$ cat config.mk
export PLATFORM = sky130hd
export DESIGN_NAME = fifo_uart_tx
export DESIGN_NICKNAME = d
export VERILOG_FILES = /design/src/rtl/fifo_uart_tx.sv
export SDC_FILE = /design/constraint.sdc
export NUM_CORES = 1
export LEC_CHECK = 0
export ABC_AREA = 0
export CORE_MARGIN = 2
export CORE_UTILIZATION = 54
export CTS_CLUSTER_DIAMETER = 40
export CTS_CLUSTER_SIZE = 30
export DETAILED_ROUTE_END_ITERATION = 8
export PLACE_DENSITY = 0.83
export SLEW_MARGIN = 25
export SYNTH_ARGS = -nofsm -noshare
export SYNTH_HDL_FRONTEND = slang
export SYNTH_SLANG_ARGS = --single-unit
export TNS_END_PERCENT = 5
$ cat constraint.sdc
create_clock -name clk -period 2.1 [get_ports clk]
set_input_delay 0.315 -clock clk [delete_from_list [all_inputs] [get_ports clk]]
set_output_delay 0.315 -clock clk [all_outputs]
set_load 0.01 [all_outputs]
$ cat src/rtl/fifo_uart_tx.sv
`default_nettype none
// ============================================================================
// fifo_uart_tx : pops words from a FIFO and sends each one as a UART frame
// Rev 1.0 ; optional even-parity bit enabled by FIFO_UART_TX_PARITY_EN
// ============================================================================
module fifo_uart_tx #(
  parameter int DATA_SIZE    = 8,
  parameter int CLKS_PER_BIT = 868
) (
  input  logic                 clk,
  input  logic                 reset,
  input  logic                 fifo_empty,
  input  logic [DATA_SIZE-1:0] fifo_read_data,
  output logic                 fifo_read,
  output logic                 tx,
  output logic                 tx_busy,
  output logic                 tx_done_tick
);

  localparam int c_cnt_w = (CLKS_PER_BIT > 1) ? $clog2(CLKS_PER_BIT) : 1;
  localparam int c_idx_w = (DATA_SIZE > 1) ? $clog2(DATA_SIZE) : 1;
  localparam logic [c_cnt_w-1:0] c_cnt_last = c_cnt_w'(CLKS_PER_BIT - 1);
  localparam logic [c_idx_w-1:0] c_idx_last = c_idx_w'(DATA_SIZE - 1);

  localparam logic [2:0] c_st_idle   = 3'd0;
  localparam logic [2:0] c_st_start  = 3'd1;
  localparam logic [2:0] c_st_data   = 3'd2;
  localparam logic [2:0] c_st_stop   = 3'd4;
`ifdef FIFO_UART_TX_PARITY_EN
  localparam logic [2:0] c_st_parity = 3'd3;
`endif

  logic [2:0]           r_state;
  logic [2:0]           w_state_next;
  logic [c_cnt_w-1:0]   r_cnt;
  logic [c_idx_w-1:0]   r_idx;
  logic [DATA_SIZE-1:0] r_shift;
  logic                 r_tx;
  logic                 r_busy;
  logic                 w_tx_next;
  logic                 w_bit_end;
  logic                 w_take;
  logic                 w_after_data;
`ifdef FIFO_UART_TX_PARITY_EN
  logic                 r_parity;
`endif

  assign w_bit_end = (r_cnt == c_cnt_last);
  // A new word is taken either from idle or in the last stop-bit cycle, so frames chain with no gap
  assign w_take    = !fifo_empty &&
                     ((r_state == c_st_idle) || ((r_state == c_st_stop) && w_bit_end));

`ifdef FIFO_UART_TX_PARITY_EN
  assign w_after_data = r_parity;
`else
  assign w_after_data = 1'b1;
`endif

  always_ff @(posedge clk) begin
    if (!reset) begin
      r_state <= c_st_idle;
    end else begin
      r_state <= w_state_next;
    end
  end

  always_comb begin
    w_state_next = r_state;
    case (r_state)
      c_st_idle:   if (w_take) w_state_next = c_st_start;
      c_st_start:  if (w_bit_end) w_state_next = c_st_data;
      c_st_data: begin
        if (w_bit_end && (r_idx == c_idx_last)) begin
`ifdef FIFO_UART_TX_PARITY_EN
          w_state_next = c_st_parity;
`else
          w_state_next = c_st_stop;
`endif
        end
      end
`ifdef FIFO_UART_TX_PARITY_EN
      c_st_parity: if (w_bit_end) w_state_next = c_st_stop;
`endif
      c_st_stop:   if (w_bit_end) w_state_next = w_take ? c_st_start : c_st_idle;
      default:     w_state_next = c_st_idle;
    endcase
  end

  always_comb begin
    fifo_read    = w_take && reset;
    tx_done_tick = (r_state == c_st_stop) && w_bit_end;
    w_tx_next    = r_tx;
    case (r_state)
      c_st_idle:   if (w_take) w_tx_next = 1'b0;
      c_st_start:  if (w_bit_end) w_tx_next = r_shift[0];
      c_st_data: begin
        if (w_bit_end) w_tx_next = (r_idx == c_idx_last) ? w_after_data : r_shift[1];
      end
`ifdef FIFO_UART_TX_PARITY_EN
      c_st_parity: if (w_bit_end) w_tx_next = 1'b1;
`endif
      c_st_stop:   if (w_bit_end) w_tx_next = !w_take;
      default:     w_tx_next = 1'b1;
    endcase
  end

  always_ff @(posedge clk) begin
    if (!reset) begin
      r_cnt   <= '0;
      r_idx   <= '0;
      r_shift <= '0;
      r_tx    <= 1'b1;
      r_busy  <= 1'b0;
    end else begin
      r_tx   <= w_tx_next;
      r_busy <= (w_state_next != c_st_idle);
      if (w_take) begin
        r_shift <= fifo_read_data;
        r_cnt   <= '0;
        r_idx   <= '0;
      end else if (r_state != c_st_idle) begin
        r_cnt <= w_bit_end ? '0 : r_cnt + 1'b1;
        if (w_bit_end && (r_state == c_st_data)) begin
          r_shift <= r_shift >> 1;
          r_idx   <= r_idx + 1'b1;
        end
      end
    end
  end

`ifdef FIFO_UART_TX_PARITY_EN
  always_ff @(posedge clk) begin
    if (!reset) begin
      r_parity <= 1'b0;
    end else if (w_take) begin
      r_parity <= ^fifo_read_data;
    end
  end
`endif

  assign tx      = r_tx;
  assign tx_busy = r_busy;

endmodule
`default_nettype wire

==> results, run 1 <==
- The die is 53.9 microns wide.
- Ranked by instance count, the synthesized netlist is headed by sky130_fd_sc_hd__dfxtp_1, sky130_fd_sc_hd__nand2_1, sky130_fd_sc_hd__nor3_1, sky130_fd_sc_hd__nor2_1.
- STA classifies the critical path endpoint as an output port.
- The total count of hold-check failures in the final report is 0.
- The required time at the endpoint of the critical path is 1.78 ns.
- The total power density per cell area is 577 nW/um^2.
- The worst min-delay path category is register to register.
- The post-synthesis sequential area ratio is 38.7%.
- The most used standard cell by instance count after synthesis is sky130_fd_sc_hd__dfxtp_1.
- The cell taking the most area after synthesis is sky130_fd_sc_hd__dfxtp_1.
- The final antenna diode count is 0.
- The maximum root-to-sink buffer count is 2.
- The mean area per synthesized cell is 8.56 sq um.
- The overall via count from detail_route is 1305.
- In this run the cell area of the synthesized design comes to 1340 sq um.
- After synthesis the netlist holds a flip-flop and latch count of 26.
- The met3 usage is 3.33%.
- Setup repair after global routing left no endpoint under its margin.
- In the final layout, flip-flops and latches occupy 523 sq um.
- The endpoint arrival time on the critical path is 1.66 ns.
- Clock-pin slew was measured on the worst setup and hold paths at 0.14 ns.
- The initial detailed-routing violation count is 31.
- The count of nets after finishing is 206.
- CTS built an H-tree with a depth of 1.
- The family with the most delay on the worst path is simple AND/OR/NAND/NOR gates.
- The leading register cell type out of synthesis is sky130_fd_sc_hd__dfxtp_1.
- The TritonCTS clock tree is built.
- Setup violations remaining at the end of the flow were counted as 0.
- In this run, post-CTS hold repair placed 0 buffers.
- Entering global routing, the biggest net connects 16 pins.
- After floorplanning, the core was sized to cover 2410 sq um.
- The detail route stage leaves a number of antenna-violating nets equal to 0.
- After detailed routing, the number of remaining DRC violations is 0.
- Using the TritonRoute via totals, the vias-per-cell ratio works out to 5.90.
- The die span in y is 53.9 microns.
- Clock skew on the completed layout was measured at 0.0107 ns.
- For the pin with the worst max-slew slack, the measured transition is 0.549 ns.
- The filler cell count in the final layout is 178.
- Among all stages on the critical path, the largest delay is contributed by sky130_fd_sc_hd__or3b_4.
- Of the cells placed in the final design, the portion with a size suffix greater than 1 is 20.4%.
- Yosys mapped a number of flops with a built-in enable equal to 0.
- The first global-routing pass estimated 5.05 mm of wire.
- For this run, asynchronously set or reset flops after synthesis account for 0%.
- The worst hold slack across all endpoints is 0.470 ns.
- The number of nets handed over by synthesis was 171.
- For this design, the sink count on the clock tree is 26.
- Max-cap violations in this run came to 0.
- For this run, the top clock speed supported by timing is 0.506 GHz.
- Ranked by total cell area, the synthesized netlist is headed by sky130_fd_sc_hd__dfxtp_1, sky130_fd_sc_hd__nand2_1, sky130_fd_sc_hd__xor2_1.
- The number of antenna violations at the first check in global routing came to 0.
- For this run, the number of Yosys warnings is 0.
- The area of the die is 2900 sq um.
- Clock tree synthesis inserted a total of 3 buffers.
- For met2 alone, demand over resource in global routing was 39.4%.
- The worst relative slew slack is 63.1%.
- The synthesized design devotes to its leading area cell type 38.7% of total area.
- The first-pass detailed-route iteration total is 4.
- Synthesis produced 157 cells.
- The total of buffers placed on input and output ports is 14.
- Clock latency on the worst-skew pair, taken at its later pin, is 0.33 ns.
- The final wirelength is 3.19 mm.
- The row count is 18.
- The final count of pins violating max slew is 0.
- The analysis attributes to cell leakage a power of 0.683 nW.
- The via count of the first global-routing pass came to 1209.
- The type of the worst setup path is register to output port.
- In the finished design, the share of the clock period the worst path needs comes to 94.0%.
- The number of buffers and inverters on the critical path is 1.
- IR analysis of the VDD net gives a maximum drop of 0.459 mV.
- The maximum cell stage delay along the critical path is 0.39 ns.
- Global routing used 30.2% of the available met1 tracks.
- Global routing finished with a remaining overflow of 0.
- The signal on the critical path passes through or3b_4 > o31ai_2 > nand2_1 > nor2_1 > clkbuf_2.
- Dividing the detail-routed wire length by the instance count gives 14.4 microns.
- STA classifies the critical path startpoint as a register.
- The overall routing resource usage is 23.5%.
- The final weighted congestion in routability-driven placement is 0.834.
- In this run the count of I/O pins placed on the die edge is 15.
- Summed over all nets, the half-perimeter wirelength after detailed placement is 2.35 mm.
- The maximum fanout encountered on the critical timing path is 2.
- The multi-input combinational cells in the finished layout cover a total of 785 sq um.
- The run finished with clean final reports.
- The area growth from synthesis to final layout is 27.1%.
- The routed design could run at a clock period as short as 1.97 ns.
- For this configuration, the core starts out at a cell density of 55.8%.
- The design draws 0.986 mW.
- The post-CTS setup buffer count is 0.
- The count of cell types in the netlist is 39.
- The busiest layer in global routing is met2.
- The root buffer cell is sky130_fd_sc_hd__clkbuf_4.
sequential cells by signal, summed over array words and instances (netlist names):
register  count
r_shift       8
tx_busy       1
r_state       3
tx            1
r_idx         3
r_cnt        10
path summary, 6_finish.rpt:
check	start	to	slack [ns]	cells after the start
min	r_cnt[1]	r_cnt[1]	0.47	2
min reg2reg	r_cnt[1]	r_cnt[1]	0.47	2
max reg2reg	r_cnt[9]	r_shift[6]	0.23	5
max	r_cnt[9]	fifo_read	0.13	5
cell families (layout without fill, tap and decap cells):
family / count (synthesis) / in the layout / synth area share [%]
simple gates: 79 / 79 / 32.6
compound gates: 30 / 30 / 15.6
mux: 1 / 1 / 0.745
fa+ha+maj: 3 / 3 / 2.79
buf+inv: 9 / 43 / 3.63
xor+xnor: 9 / 9 / 5.87
flops: 26 / 26 / 38.7
metal layers:
layer / share of wire, % / vias to the layer above
li1: - / 648
met3: 2.9 / 8
met4: 1.3 / 0
met1: 46 / 619
met2: 49 / 30
met5: 0 / -
cell type report:
class | instances | share of cell area [%]
Inverter | 2 | 0.440
Tap cell | 30 | 2.20
Multi-Input combinational cell | 122 | 45.9
Clock buffer | 3 | 1.32
Sequential cell | 26 | 30.6
Clock inverter | 1 | 1.76
Timing Repair Buffer | 37 | 17.7
report_power, final:
group          switching, mW  internal [mW]
clock                  0.156          0.193
combinational         0.0509         0.0600
sequential            0.0128          0.513
timing repair:
| item | in CTS | in global routing |
|---|---|---|
| pin swaps | 0 | 1 |
| endpoints found under the setup margin | 2 | 2 |
| gates resized for setup | 7 | 3 |
| hold endpoints to repair | 0 | 0 |
placed cells by master, fill, tap and decap left out, types with 6 or more instances in the layout:
cell type	Yosys	layout
sky130_fd_sc_hd__dfxtp_1	26	24
sky130_fd_sc_hd__nand2_1	23	23
sky130_fd_sc_hd__buf_4	0	23
sky130_fd_sc_hd__clkdlybuf4s50_1	0	12
sky130_fd_sc_hd__nor3_1	12	11
sky130_fd_sc_hd__nor2_1	10	10
sky130_fd_sc_hd__a21oi_1	9	9
sky130_fd_sc_hd__xor2_1	9	9
sky130_fd_sc_hd__nand3_1	7	7
sky130_fd_sc_hd__a311oi_1	6	6
tightest hold or removal path, stage by stage (launching register included):
cell                      delay (ns)
sky130_fd_sc_hd__dfxtp_2        0.35
sky130_fd_sc_hd__nand2_1        0.05
sky130_fd_sc_hd__a21oi_1        0.05
stage by stage:
stage	util, %	setup slack, ns	instance area [sq um]	cells	setup TNS, ns
floorplan	-	0.222	1340	157	0
global placement	68.6	0.0280	1650	217	0
detailed placement	68.6	-0.00273	1650	217	-0.00273
CTS	71.2	0.0185	1720	221	0
global route	70.9	0.0525	1710	221	0
finish	70.9	0.125	1710	221	0
No activity file was read; power rests on OpenSTA's default activity.
==> inputs of run 2 (changes only) <==
--- a/config.mk
+++ b/config.mk
@@ -12,7 +12,7 @@
 export CTS_CLUSTER_SIZE = 30
 export DETAILED_ROUTE_END_ITERATION = 8
 export PLACE_DENSITY = 0.83
-export SLEW_MARGIN = 25
+export SLEW_MARGIN = 20
 export SYNTH_ARGS = -nofsm -noshare
 export SYNTH_HDL_FRONTEND = slang
 export SYNTH_SLANG_ARGS = --single-unit
==> results of run 2 <==
Final layout, timing and power as in run 1 (identical DEF).
==> inputs of run 3 (changes only) <==
--- a/config.mk
+++ b/config.mk
@@ -6,6 +6,7 @@
 export NUM_CORES = 1
 export LEC_CHECK = 0
 export ABC_AREA = 0
+export CORE_ASPECT_RATIO = 1.75
 export CORE_MARGIN = 2
 export CORE_UTILIZATION = 54
 export CTS_CLUSTER_DIAMETER = 40
==> run 3 against run 2 <==
  * The run now ends with setup timing left
  * Flip-flop and latch count did not move
  * Die area rose by 0.54%
  * Wire length grew 6.9%
  * Combinational power barely moved
  * Maximum frequency shrank 7.7%
  * Critical path depth up 1
  * Power down 3.6%
  * Global-route usage is 1.7 points higher
  * Register-to-register slack worse by 0.09 ns
  * Design area rose by 1.1%
  * Largest cell class unchanged
==> results, run 3 (synthesis gave the netlist of run 1 again) <==
- The max-cap violation count is 0 (unchanged).
- The startpoint of the worst register-to-register path is r_cnt[1].
- The worst-margin pin slew is 0.553 ns (+0.00360 ns).
- The worst relative slew slack is 63.1% (about the same).
- The required time at the endpoint of the critical path was 1.78 ns (about the same).
- TritonCTS built the clock tree.
- Setup repair after global routing could not meet its margin everywhere.
- The internal power component is 0.738 mW (-3.7%).
- The count of nets after finishing is 207 (+0.49%).
- The switching power of the nets is 0.213 mW (-3.2%).
- The ratio of final minimum period to clock period is 102% (+7.8 points).
- The minimum clock period is 2.14 ns (+0.165 ns).
- The initial detailed-routing violation count is 35 (+13%).
- The area of the die came to 2920 sq um (+0.54%).
- The switching fraction of total power is 22.4% (+0.078 points).
- The final antenna diode count was 0 (unchanged).
- The number of nets with antenna violations after detailed routing is 0 (unchanged).
- The largest net degree at the start of global routing was 17 (+1).
- The worst setup path is captured at an output port.
- The ratio of cells with drive above 1 in the final layout was 18.8% (-1.7 points).
- The effective utilization at floorplan is 57.6% (+1.9 points).
- The maximum cell stage delay along the critical path is 0.36 ns (-0.03 ns).
- The category of the worst setup path launch point is a register.
- The total power density per cell area is 551 nW/um^2 (-4.6%).
- The instance count on the critical path is 6 (+1).
- The total of buffers placed on input and output ports was 14 (unchanged).
- The ratio of routed vias to standard cells is 6.20 (+5.0%).
- The per-cell routed wire length is 15.7 microns (+8.9%).
- The worst-case clock skew was 0.00447 ns (-0.00623 ns).
- The flow ran to the end, but the final reports show violations.
- The DRC violations left was 0 (unchanged).
- Clock tree synthesis selected as its root buffer the cell sky130_fd_sc_hd__clkbuf_8.
- The first-pass detailed-route iteration total is 5 (+1).
- The endpoint arrival time on the critical path is 1.82 ns (+0.16 ns).
- The highest ir drop seen on vdd is 0.365 mV (-20%).
- The area of the multi-input gates is 791 sq um (+0.80%).
- The number of setup violations in the final report is 1 (+1).
- The most critical setup path has its startpoint at r_cnt[1].
- The total clock sinks is 26 (unchanged).
- The worst setup slack for register-to-register paths is 0.14 ns (-0.09 ns).
- The die span in y is 70.0 microns (+30%).
- The family with the most delay on the worst path is simple AND/OR/NAND/NOR gates.
- The final count of pins violating max slew is 0 (unchanged).
- The total congestion overflow came to 0 (unchanged).
- The overall via count from detail_route is 1345 (+3.1%).
- The overall routing resource usage is 25.1% (+1.7 points).
- The via count of the first global-routing pass came to 1390 (+15%).
- The top register by number of flip-flops is r_cnt.
- The maximum root-to-sink buffer count is 2 (unchanged).
- The setup slack at placement is -0.0214 ns (-0.0186 ns).
- The cell depth of the worst flop-to-flop path is 6 (+1).
- The total count of hold-check failures in the final report is 0 (unchanged).
- The filler cell count in the final layout is 178 (unchanged).
- The clock transition at the registers of the reported paths is 0.08 ns (-0.06 ns).
- The largest registers in the layout are r_cnt (10), r_shift (8).
- The logic gate share of total power is 11.3% (about the same).
- The capturing element of the worst setup path is fifo_read.
- The clock network fraction of total power came to 33.3% (-2.1 points).
- The sequential share of power was 55.4% (+2.1 points).
- The capture instance of the worst register-to-register path is r_idx[0].
- The critical path goes through ha_1 > nand4b_1 > o31ai_2 > nand2_1 > nor2_1 > dlygate4sd2_1.
- The maximum fanout encountered on the critical timing path was 3 (+1).
- The row count came to 23 (+5).
- The I/O pin count came to 15 (unchanged).
- Leaving out fill and tap cells, the most frequent cell in the layout is sky130_fd_sc_hd__dfxtp_1.
- The final weighted congestion in routability-driven placement came to 0.838 (+0.50%).
- The clock network latency to the later pin of the worst-skew pair is 0.27 ns (-0.06 ns).
- The register area is 520 sq um (-0.48%).
- The startpoint identified for the worst hold timing path is r_idx[2].
- The area growth from synthesis to final layout is 28.5%.
- The total power of the final layout is 0.951 mW (-3.6%).
- The placed wire-length estimate after detailed placement is 2.51 mm (+6.8%).
- The number of buffers and inverters on the critical path is 1 (unchanged).
- The final wirelength is 3.41 mm (+6.9%).
- The number of buffers created by CTS is 3 (unchanged).
- The deepest level of the CTS H-tree is 1 (unchanged).
- The number of hold buffers added after CTS came to 0 (unchanged).
- The checks that failed: setup timing.
- The type of the worst setup path is register to output port.
- The worst hold path belongs to the class register to register.
- The number of antenna violations at the first check in global routing is 0 (unchanged).
- The global-route wire length before repair is 5.89 mm (+17%).
- The final critical-path setup slack is -0.0393 ns (-0.165 ns).
- Leaving out fill and tap cells, the most frequent cells in the layout are sky130_fd_sc_hd__dfxtp_1, sky130_fd_sc_hd__buf_4, sky130_fd_sc_hd__nand2_1, sky130_fd_sc_hd__clkdlybuf4s50_1, sky130_fd_sc_hd__nor3_1.
- For this design, the slowest cell found on the critical path is sky130_fd_sc_hd__dfxtp_1.
- The x dimension of the die came to 41.7 microns (-23%).
- The number of flip-flops in the largest register is 10 (unchanged).
- The leakage power figure came to 0.727 nW (+6.5%).
- The placeable core area came to 2330 sq um (-3.3%).
- The highest clock frequency the design can meet is 0.467 GHz (-7.7%).
[run 3: changes by cell type in the layout (fill, tap and decap cells not counted), moves of 2 or more]
| cell | delta |
|---|---|
| sky130_fd_sc_hd__clkbuf_8 | +4 |
| sky130_fd_sc_hd__dfxtp_2 | -2 |
| sky130_fd_sc_hd__dfxtp_1 | +2 |
| sky130_fd_sc_hd__clkbuf_4 | -3 |
| sky130_fd_sc_hd__clkbuf_2 | -2 |
[run 3: layout make-up]
cell class                      instances  share of cell area (%)
Multi-Input combinational cell        122                    45.8
Sequential cell                        26                    30.1
Timing Repair Buffer                   38                    18.6
Clock buffer                            4                    3.19
Tap cell                               25                    1.81
Inverter                                2                   0.435
[run 3: how the worst min path moves through the flow]
stage               end  cells past startpoint
2_1_floorplan  r_idx[1]                      2
3_3_place_gp   r_idx[2]                      2
3_5_place_dp   r_idx[2]                      2
4_1_cts        r_idx[2]                      2
5_1_grt        r_idx[2]                      2
6_report       r_idx[2]                      2
[run 3: repair_timing]
item | 4_1_cts | 5_1_grt
setup endpoints to repair | 2 | 2
pin swaps | 2 | 2
setup buffers | 0 | 1
hold endpoints to repair | 0 | 0
cloned | 0 | 0
resized for setup | 3 | 2
[run 3: power groups by stage]
stage	sequential, mW	clock (mW)	combinational, mW
CTS	0.526	0.327	0.108
global placement	0.536	0	0.105
floorplan	0.534	0	0.0538
detailed placement	0.537	0	0.108
finish	0.526	0.317	0.108
global route	0.529	0.344	0.119
[run 3: tightest hold or removal path: cells and delay by family (launching register included)]
family / cells / cell delay (ns)
AO/OA/AOI/OAI: 1 / 0.05
flip-flops: 1 / 0.32
AND/OR/NAND/NOR: 1 / 0.05
[run 3: through the flow]
stage	setup TNS [ns]	instance area (sq um)	util [%]	hold slack, ns	cells
after CTS	-0.182	1710	73.4	0.477	216
after global routing	-0.161	1730	74.1	0.495	217
after floorplan	0	1340	-	0.436	157
after detailed placement	-0.0214	1650	70.6	0.464	212
after global placement	0	1650	70.6	0.443	212
final	-0.0393	1730	74.1	0.472	217
[run 3: layer usage]
layer | vias to the layer above | global-route usage, % | share of wire, %
met5 | - | 0 | 0
met4 | 0 | 12.9 | 2.6
met3 | 10 | 4.13 | 4.2
met2 | 49 | 45.5 | 55
met1 | 639 | 26.8 | 38
li1 | 647 | - | -
